File: src/rtl/calc_key_entry.sv
// Calculator operand-entry sequencer: keypad events -> BCD operands/op select,
// ALU evaluation timing, result hold for display and result chaining.
module calc_key_entry #(
  parameter int CALC_CYCLES = 2
) (
  input  logic        clk,
  input  logic        reset,
  input  logic        key_valid,
  input  logic [3:0]  key_code,
  input  logic [15:0] alu_res,
  input  logic        alu_sign,
  input  logic        alu_ovf,
  output logic [15:0] reg1,
  output logic [15:0] reg2,
  output logic        regop,
  output logic        busy,
  output logic        res_valid,
  output logic [15:0] disp_bcd,
  output logic        disp_sign,
  output logic        disp_err
);

  typedef enum logic [1:0] {ENTER_A, ENTER_B, CALC, SHOW} state_t;

  localparam logic [3:0] K_ADD = 4'hA;
  localparam logic [3:0] K_SUB = 4'hB;
  localparam logic [3:0] K_EQ  = 4'hC;
  localparam logic [3:0] K_CLR = 4'hD;
  localparam logic [3:0] WAIT_LOAD = 4'(CALC_CYCLES);

  state_t      state, state_nx;
  logic [15:0] reg1_nx, reg2_nx;
  logic        regop_nx;
  logic [2:0]  cnt, cnt_nx;
  logic [3:0]  wcnt, wcnt_nx;
  logic [15:0] held_res, held_res_nx;
  logic        held_sign, held_sign_nx;
  logic        held_ovf, held_ovf_nx;
  logic        res_valid_nx;

  logic is_digit, is_op, is_eq, is_clr;

  assign is_digit = key_valid && (key_code <= 4'd9);
  assign is_op    = key_valid && ((key_code == K_ADD) || (key_code == K_SUB));
  assign is_eq    = key_valid && (key_code == K_EQ);
  assign is_clr   = key_valid && (key_code == K_CLR);

  // Leading zeros into an all-zero operand don't consume digit capacity.
  function automatic logic digit_ok(input logic [15:0] r, input logic [2:0] c,
                                    input logic [3:0] d);
    return (c < 3'd4) && !((d == 4'd0) && (r == 16'd0));
  endfunction

  always_comb begin
    state_nx     = state;
    reg1_nx      = reg1;
    reg2_nx      = reg2;
    regop_nx     = regop;
    cnt_nx       = cnt;
    wcnt_nx      = wcnt;
    held_res_nx  = held_res;
    held_sign_nx = held_sign;
    held_ovf_nx  = held_ovf;
    res_valid_nx = 1'b0;
    if (is_clr) begin
      state_nx     = ENTER_A;
      reg1_nx      = 16'd0;
      reg2_nx      = 16'd0;
      regop_nx     = 1'b1;
      cnt_nx       = 3'd0;
      wcnt_nx      = 4'd0;
      held_res_nx  = 16'd0;
      held_sign_nx = 1'b0;
      held_ovf_nx  = 1'b0;
    end else begin
      unique case (state)
        ENTER_A: begin
          if (is_digit && digit_ok(reg1, cnt, key_code)) begin
            reg1_nx = {reg1[11:0], key_code};
            cnt_nx  = cnt + 3'd1;
          end else if (is_op) begin
            regop_nx = (key_code == K_ADD);
            reg2_nx  = 16'd0;
            cnt_nx   = 3'd0;
            state_nx = ENTER_B;
          end
        end
        ENTER_B: begin
          if (is_digit && digit_ok(reg2, cnt, key_code)) begin
            reg2_nx = {reg2[11:0], key_code};
            cnt_nx  = cnt + 3'd1;
          end else if (is_op) begin
            regop_nx = (key_code == K_ADD);
          end else if (is_eq) begin
            wcnt_nx  = WAIT_LOAD;
            state_nx = CALC;
          end
        end
        CALC: begin
          // Last busy cycle: ALU output has settled on the frozen operands.
          if (wcnt <= 4'd1) begin
            held_res_nx  = alu_res;
            held_sign_nx = alu_sign;
            held_ovf_nx  = alu_ovf;
            res_valid_nx = 1'b1;
            wcnt_nx      = 4'd0;
            state_nx     = SHOW;
          end else begin
            wcnt_nx = wcnt - 4'd1;
          end
        end
        SHOW: begin
          if (is_digit) begin
            reg1_nx  = {12'd0, key_code};
            cnt_nx   = (key_code != 4'd0) ? 3'd1 : 3'd0;
            reg2_nx  = 16'd0;
            state_nx = ENTER_A;
          end else if (is_op && !held_sign && !held_ovf) begin
            reg1_nx  = held_res;
            regop_nx = (key_code == K_ADD);
            reg2_nx  = 16'd0;
            cnt_nx   = 3'd0;
            state_nx = ENTER_B;
          end
        end
        default: state_nx = ENTER_A;
      endcase
    end
  end

  always_ff @(posedge clk) begin
    if (reset) begin
      state     <= ENTER_A;
      reg1      <= 16'd0;
      reg2      <= 16'd0;
      regop     <= 1'b1;
      cnt       <= 3'd0;
      wcnt      <= 4'd0;
      held_res  <= 16'd0;
      held_sign <= 1'b0;
      held_ovf  <= 1'b0;
      res_valid <= 1'b0;
    end else begin
      state     <= state_nx;
      reg1      <= reg1_nx;
      reg2      <= reg2_nx;
      regop     <= regop_nx;
      cnt       <= cnt_nx;
      wcnt      <= wcnt_nx;
      held_res  <= held_res_nx;
      held_sign <= held_sign_nx;
      held_ovf  <= held_ovf_nx;
      res_valid <= res_valid_nx;
    end
  end

  assign busy = (state == CALC);

  always_comb begin
    disp_bcd  = reg1;
    disp_sign = 1'b0;
    disp_err  = 1'b0;
    unique case (state)
      ENTER_A: disp_bcd = reg1;
      ENTER_B, CALC: disp_bcd = reg2;
      SHOW: begin
        disp_bcd  = held_res;
        disp_sign = held_sign;
        disp_err  = held_ovf;
      end
      default: disp_bcd = reg1;
    endcase
  end

endmodule

File: config.mk
export PLATFORM = sky130hd
export DESIGN_NAME = calc_key_entry
export DESIGN_NICKNAME = d
export VERILOG_FILES = /design/src/rtl/calc_key_entry.sv
export SDC_FILE = /design/constraint.sdc
export NUM_CORES = 1
export LEC_CHECK = 0
export CAP_MARGIN = 25
export CORE_MARGIN = 5
export CORE_UTILIZATION = 50
export DETAILED_ROUTE_END_ITERATION = 10
export PLACE_DENSITY = 0.91
export SETUP_SLACK_MARGIN = 0.2
export SLEW_MARGIN = 20
export SYNTH_ARGS = -nofsm -noshare
export SYNTH_HDL_FRONTEND = slang
export SYNTH_SLANG_ARGS = --single-unit
File: constraint.sdc
create_clock -name clk -period 5.28 [get_ports clk]
set_clock_uncertainty 0.15 [all_clocks]
set_input_delay 0.792 -clock clk [delete_from_list [all_inputs] [get_ports clk]]
set_output_delay 0.792 -clock clk [all_outputs]
set_load 0.02 [all_outputs]
======== After elaboration in Yosys (flattened, before gate mapping) ========
Cells that the tools add are included.
storage, ports and cells
  word-level logic and storage cells ...... 111
  bits of input ports ..................... 25
  output and inout port bits .............. 53
  register bits after elaboration ......... 61
cells by class
  add/subtract/negate cells ............... 2
  multiplexer cells ....................... 41
  reductions and logical operators ........ 35
  bitwise gates (word level) .............. 1
  $lt $le $gt $ge ......................... 3
  equality and inequality tests ........... 19
operator list
  cell                  number
  $mux W16              8
  $pmux W16 S3          2
  $logic_not A16 Y1     2
  $pmux W16 S2          1
  $ne A2 B2 Y1 const B  9
  $eq A4 B4 Y1 const B  4
  $mux W2               8
  $mux W4               4
  $mux W3               5
  $logic_and A1 B1 Y1   12
  $reduce_and A5 Y1     2
  $mux W1               9
  $pmux W3 S3           1
  $pmux W2 S4           1
  $pmux W4 S2           1
  $reduce_and A4 Y1     2
  $reduce_and A7 Y1     1
  $ne A3 B3 Y1 const B  2
  $eq A2 B2 Y1 const B  2
  $le A4 B1 Y1 const B  1
  $le A4 B4 Y1 const B  1
  $logic_not A1 Y1      4
  $logic_not A4 Y1      1
  $reduce_bool A2 Y1    2
  other kinds (15)      16

======== Logic depth before layout (Yosys ltp) ========
Gate-level depths: netlist (run 1).
  word-level depth ........................ 8
  gate-level depth with buffers ........... 9

======== Worst setup path after synthesis (run 1) ========
Ideal clock, no wire load.
  path type ............................... register to output
  start ................................... register state[1]
  end ..................................... output port disp_bcd[10]
  required time ........................... 4.338 ns
  path slack .............................. 2.503 ns
  data arrival time ....................... 1.835 ns
  stages on the path, launching flop included .. 7
  path buffers ............................ 2
  path through ............................ dfxtp_1 -> inv_1 -> ha_1 -> clkbuf_1 -> clkbuf_1 -> a22oi_1 -> o21ai_0
on the way
  cells in the longest elaborated chain, start to end .. 3
ends and longest elaborated chain
  element                                              line  source
  start: declaration                                   31    state_t state, state_nx;
  start signal: assignment                             144   state <= state_nx;
  $eq A2 B2 Y1 / $eq A2 B1 Y1 (equally long branches)  163   unique case (state)
  $reduce_or A2 Y1                                     163
  $pmux W16 S3 *                                       163
  end: declaration                                     18    output logic [15:0] disp_bcd,
Mark *: on every way between the ends. The rest lies on a longest branch, timed or not.

======== Worst setup path after layout (run 1) ========
  start ................................... register state[1]
  end ..................................... output port disp_bcd[4]
Same word-level chain as after synthesis.

==> results of run 1 <==
cells in the final DEF (no fill, tap or decap), types with 4 or more instances in the layout:
cell type	n
a211oi_2	10
a21oi_1	47
a22o_1	5
a22oi_1	24
clkbuf_8	10
clkdlybuf4s50_1	77
dfxtp_1	61
ha_1	8
inv_1	9
mux2i_1	4
nand2_1	41
nand3_1	25
nand4_1	18
nor2_1	13
nor3_1	10
nor3_2	6
nor4_1	7
o211ai_1	4
o21ai_0	35
o21ai_1	5
critical path, stage by stage (launching register included):
cell and delay (ns):
dfxtp_1 0.41, inv_1 0.11, ha_1 0.69, a22oi_1 0.20, o21ai_0 0.37, clkdlybuf4s50_1 0.68
per-stage QoR:
step	utilization	hold slack (ns)	cell area, um2	std cells	setup WS [ns]
4_1_cts	0.651	0.321	4370	555	1.59
6_report	0.651	0.322	4370	555	1.54
5_1_grt	0.651	0.348	4370	555	1.42
3_5_place_dp	0.617	0.310	4150	539	1.92
2_1_floorplan	-	0.292	3410	414	2.50
3_3_place_gp	0.614	0.301	4130	538	1.96
power groups by stage:
stage | logic (mW) | clock network, mW | registers, mW
finish | 0.801 | 0.470 | 0.573
global route | 0.862 | 0.493 | 0.580
detailed placement | 0.785 | 0 | 0.581
global placement | 0.767 | 0 | 0.578
CTS | 0.789 | 0.472 | 0.570
floorplan | 0.548 | 0 | 0.590
sequential cells by signal (all words and copies together), names as in the netlist:
register and cells:
held_ovf 1, reg1 16, res_valid 1, cnt 3, reg2 16, held_sign 1
held_res 16, regop 1, state 2, wcnt 4
per-layer routing:
metal	vias up	part of all wire
li1	1680	-
met2	210	0.46
met1	1632	0.42
met3	25	0.099
met5	-	0
met4	0	0.023
area by class of cell:
class	count	area, um2
clock buffer	11	141
sequential	61	1220
timing repair buffer	80	806
tap	80	100
multi-input combinational	309	1990
inverter	9	33.8
fill	562	2350
clock inverter	5	83.8
how the worst max path moves through the flow:
stage / endpoint / slack (ns)
floorplan: disp_bcd[10] / 2.50
global placement: cnt[0] / 1.96
detailed placement: cnt[0] / 1.92
CTS: disp_bcd[4] / 1.59
global route: disp_bcd[4] / 1.42
finish: disp_bcd[4] / 1.54
logic make-up after synthesis:
family | count (synthesis) | synth area share
adder cells (fa/ha/maj) | 8 | 0.0294
buffers and inverters | 44 | 0.0606
AND/OR/NAND/NOR | 139 | 0.218
flip-flops | 61 | 0.358
multiplexers | 4 | 0.0117
AO/OA/AOI/OAI | 158 | 0.322
==> metrics.yaml, run 1 <==
syn-num-nets: 447
cts_tree: "built"
critPathLaunchType: "flip-flop"
synthDistinctLibCells: 58
ctsHtreeMaxLevel: 3
cp-end-kind: "output pin"
r2r_start: "state[1]"
die-height_um: 92.6
relSlewSlack: 0.339
grt_max_degree: 36
drv_slew: 0
start_util: 0.507
swShare: 0.416
ys_top_cells_by_area: "dfxtp_1 (36%), a21oi_1 (6.9%), a22oi_1 (5.3%)"
numCtsBuffers: 9
synth.yosys.seq_area_share: 0.358
p_leak_nw: 1.39
worst_slew_pin_slew_ns: 0.992
io_buffers: 77
use_met1: 0.324
ctsLongestPathBuffers: 2
dp_hpwl_um: 7450
whs_path_depth: 2
grt_use_total: 0.245
synth_flop_cell: "dfxtp_1"
yosys.cell_count.top_type: "dfxtp_1"
worst_ep_arrival_time_ns: 2.79
hold_path_class: "reg2reg"
powerDensity_nw_per_um2: 422
startpoint: "state[1]"
dr.pass1.iters: 6
path_clk_slew_ns: 0.07
path_class: "reg2out"
min_to: "cnt[2]"
met2_usage: 0.392
wire_per_inst_um: 18.6
grt_pass1_wl_um: 17000
synth_common_cells: "dfxtp_1 (61), a21oi_1 (47), nand2_1 (41), o21ai_0 (35), nand3_1 (25)"
nNetsFinal: 503
syn-cell-area_um2: 3410
finalHoldViolCount: 0
grt_overflow: 0
period_share: 0.708
ant_nets: 0
use_met3: 0.0479
rsz0062_at_grt: "no"
synth_edf_count: 0
grt_pass1_vias: 3373
routed_wl_um: 10300
cts_hold_buffers: 0
viasPerCell: 6.39
ios: 78
status: "complete, no violations"
ys_async_sr_fraction: 0
n_antenna_cell: 0
p_sw_mw: 0.767
setup_viol: 0
tns_ns: 0
pwr-share-seq: 0.311
pwr-share-comb: 0.434
post_cts_buffers: 0
antenna_found_initial: 0
fmax_mhz: 268
reg2reg_depth: 6
globalplace.congestion: 0.880
drc: 0
core_um2: 6720
clk_latency_ns: 0.34
die_w_um: 92.6
synth_cells: 414
drt_iter0_drc: 443
cts_root_buffer: "clkbuf_8"
required_ns: 4.34
vias: 3547
holdCritStartpoint: "cnt[2]"
busiest_layer: "met2"
areaGrowthSynthToFinish_pct: 28.3
synth_seq_cells: 61
syn_avg_cell_area_um2: 8.23
fp-row-count: 30
r2r_end: "reg1[14]"
ff2ff_setup_slack_ns: 1.88
drive_gt1_frac: 0.105
path_max_fanout: 17
post-route-min-period_ns: 3.74
yosys.area.top_type_share: 0.358
yosys.area.top_type: "dfxtp_1"
ys.warnings.count: 0
cts_sinks: 61
internal_power_mw: 1.08
die-area_um2: 8570
clkPwrFrac: 0.255
total_power_mw: 1.84
ctsResizeCount: 0
max-vdd-ir-drop_mv: 0.198
maxCapViolCount: 0
(Power assumes the default switching activity.)
==> inputs of run 2 (changes only) <==
==> constraint.sdc (replaced) <==
create_clock -name clk -period 3.69 [get_ports clk]
set_clock_uncertainty 0.15 [all_clocks]
set_input_delay 0.5535 -clock clk [delete_from_list [all_inputs] [get_ports clk]]
set_output_delay 0.5535 -clock clk [all_outputs]
set_load 0.02 [all_outputs]
==> run 2 against run 1 <==
First-iteration DRC count up 16%; sequential power up 43%; die area unchanged; sequential share of layout area down 0.17 points; global-route usage up 0.47 points; core utilization up 0.41 points; non-clock buffer count up 5; final cell count up 0.90%; sequential cell count unchanged; clock-buffer cell count down 2; critical path type unchanged; highest routed layer unchanged.
==> metrics.yaml, run 2 (synthesis gave the netlist of run 1 again) <==
status: "complete, no violations"
grt_overflow: 0  # unchanged
final_common_cell: "clkdlybuf4s50_1"
drt_iter0_drc: 513  # +16%
setup_viol: 0  # unchanged
post-route-min-period_ns: 3.42
fp-row-count: 30  # unchanged
layout_common_cells: "clkdlybuf4s50_1 (77), dfxtp_1 (61), a21oi_1 (47)"
hold_slack_ns: 0.317  # -0.00548 ns
place_area_um2: 4170  # +0.60%
p_leak_nw: 1.41  # +1.5%
critPathLaunchType: "flip-flop"
tns_ns: 0  # unchanged
pwr-share-seq: 0.308  # -0.003
stdcell_count: 560  # +0.90%
drv_slew: 0  # unchanged
nNetsFinal: 508  # +0.99%
cp-end-kind: "output pin"
grt_max_degree: 35  # -2.8%
viasPerCell: 6.54  # +2.3%
clk_latency_ns: 0.36  # +0.02 ns
globalplace.congestion: 0.901  # +2.4%
post_cts_buffers: 0  # unchanged
dr.pass1.iters: 5  # -1
antenna_found_initial: 0  # unchanged
cts_sinks: 61  # unchanged
io_buffers: 77  # unchanged
drc: 0  # unchanged
rsz0062_at_grt: "no"
wire_per_inst_um: 18.8  # +1.3%
total_power_mw: 2.67  # +45%
required_ns: 2.99  # -1.35 ns
die-area_um2: 8570  # unchanged
worst_ep_arrival_time_ns: 2.71  # -0.08 ns
swShare: 0.424  # +0.00786
p_sw_mw: 1.13  # +47%
dp_hpwl_um: 7450  # about the same
finalHoldViolCount: 0  # unchanged
hold_path_class: "reg2reg"
ios: 78  # unchanged
die_w_um: 92.6  # unchanged
powerDensity_nw_per_um2: 606  # +44%
layout_setup_ws_ns: 0.275  # -1.27 ns
maxCapViolCount: 0  # unchanged
path_class: "reg2out"
worst_slew_pin_slew_ns: 0.900  # -0.0918 ns
reg.largest.list: "held_res: 16 flops, reg1: 16 flops, reg2: 16 flops"
die-height_um: 92.6  # unchanged
period_share: 0.925
areaGrowthSynthToFinish_pct: 29.1
worst_path_max_delay_cell: "ha_1"
ant_nets: 0  # unchanged
dp.cells: 544  # +0.93%
grt_pass1_wl_um: 17100  # +0.69%
relSlewSlack: 0.400  # +0.0612
ctsHtreeMaxLevel: 3  # unchanged
max-vdd-ir-drop_mv: 0.381  # +93%
start_util: 0.507  # unchanged
grt_use_total: 0.249  # +0.00470
max_stage_delay_ns: 0.78  # +0.09 ns
core_um2: 6720  # unchanged
preCtsSetupSlack_ns: 0.631  # -1.29 ns
fmax_mhz: 293
cp_cell_sequence: "ha_1 -> a22oi_1 -> o21ai_0 -> clkdlybuf4s50_1"
ctsLongestPathBuffers: 2  # unchanged
stdcell_area_um2: 4400  # +0.63%
n_antenna_cell: 0  # unchanged
path_clk_slew_ns: 0.07  # about the same
drive_gt1_frac: 0.121  # +0.0156
cts_tree: "built"
pwr-share-comb: 0.438  # +0.004
grt_pass1_vias: 3351  # -0.65%
vias: 3662  # +3.2%
numCtsBuffers: 9  # unchanged
fin_util: 0.655  # +0.00410
clkPwrFrac: 0.254  # about the same
routed_wl_um: 10500  # +2.2%
cts_root_buffer: "clkbuf_8"
internal_power_mw: 1.54  # +43%
path_max_fanout: 22  # +5
## run 2: final timing paths
path | startpoint | to | slack, ns | depth (start not counted)
min reg2reg | held_sign | held_sign | 0.32 | 2
max | state[1] | disp_bcd[4] | 0.27 | 4
min | held_sign | held_sign | 0.32 | 2
max reg2reg | state[1] | reg2[8] | 0.77 | 7
## run 2: timing repair
action | CTS | global route
endpoints found under the setup margin | 0 | 5
resized for setup | 0 | 2
hold buffers | 0 | 0
## run 2: final cells by class
class	instances	area [um2]
clock buffers	9	124
fillers	552	2320
repair buffers	85	831
multi-input cells	309	1990
flip-flops and latches	61	1220
inverters	9	33.8
well taps	80	100
clock inverters	7	98.8
## run 2: power groups by stage
stage	clock (mW)	sequential, mW	combinational, mW
2_1_floorplan	0	0.844	0.784
5_1_grt	0.706	0.828	1.26
3_5_place_dp	0	0.832	1.13
4_1_cts	0.680	0.817	1.14
3_3_place_gp	0	0.828	1.10
6_report	0.677	0.822	1.17
## run 2: per-layer routing
layer  share of wire  up-vias  GRT usage
met5               0        -          0
met4           0.026        0      0.126
met3            0.11       29     0.0626
met2            0.45      247      0.381
met1            0.41     1699      0.325
li1                -     1687          -
## run 2: critical path: cells and delay by family, from the launching register on
family | cells | cell delay (ns)
DFF | 1 | 0.40
adders and majority gates | 1 | 0.78
AOI/OAI and AO/OA | 2 | 0.50
buffers and inverters | 1 | 0.67
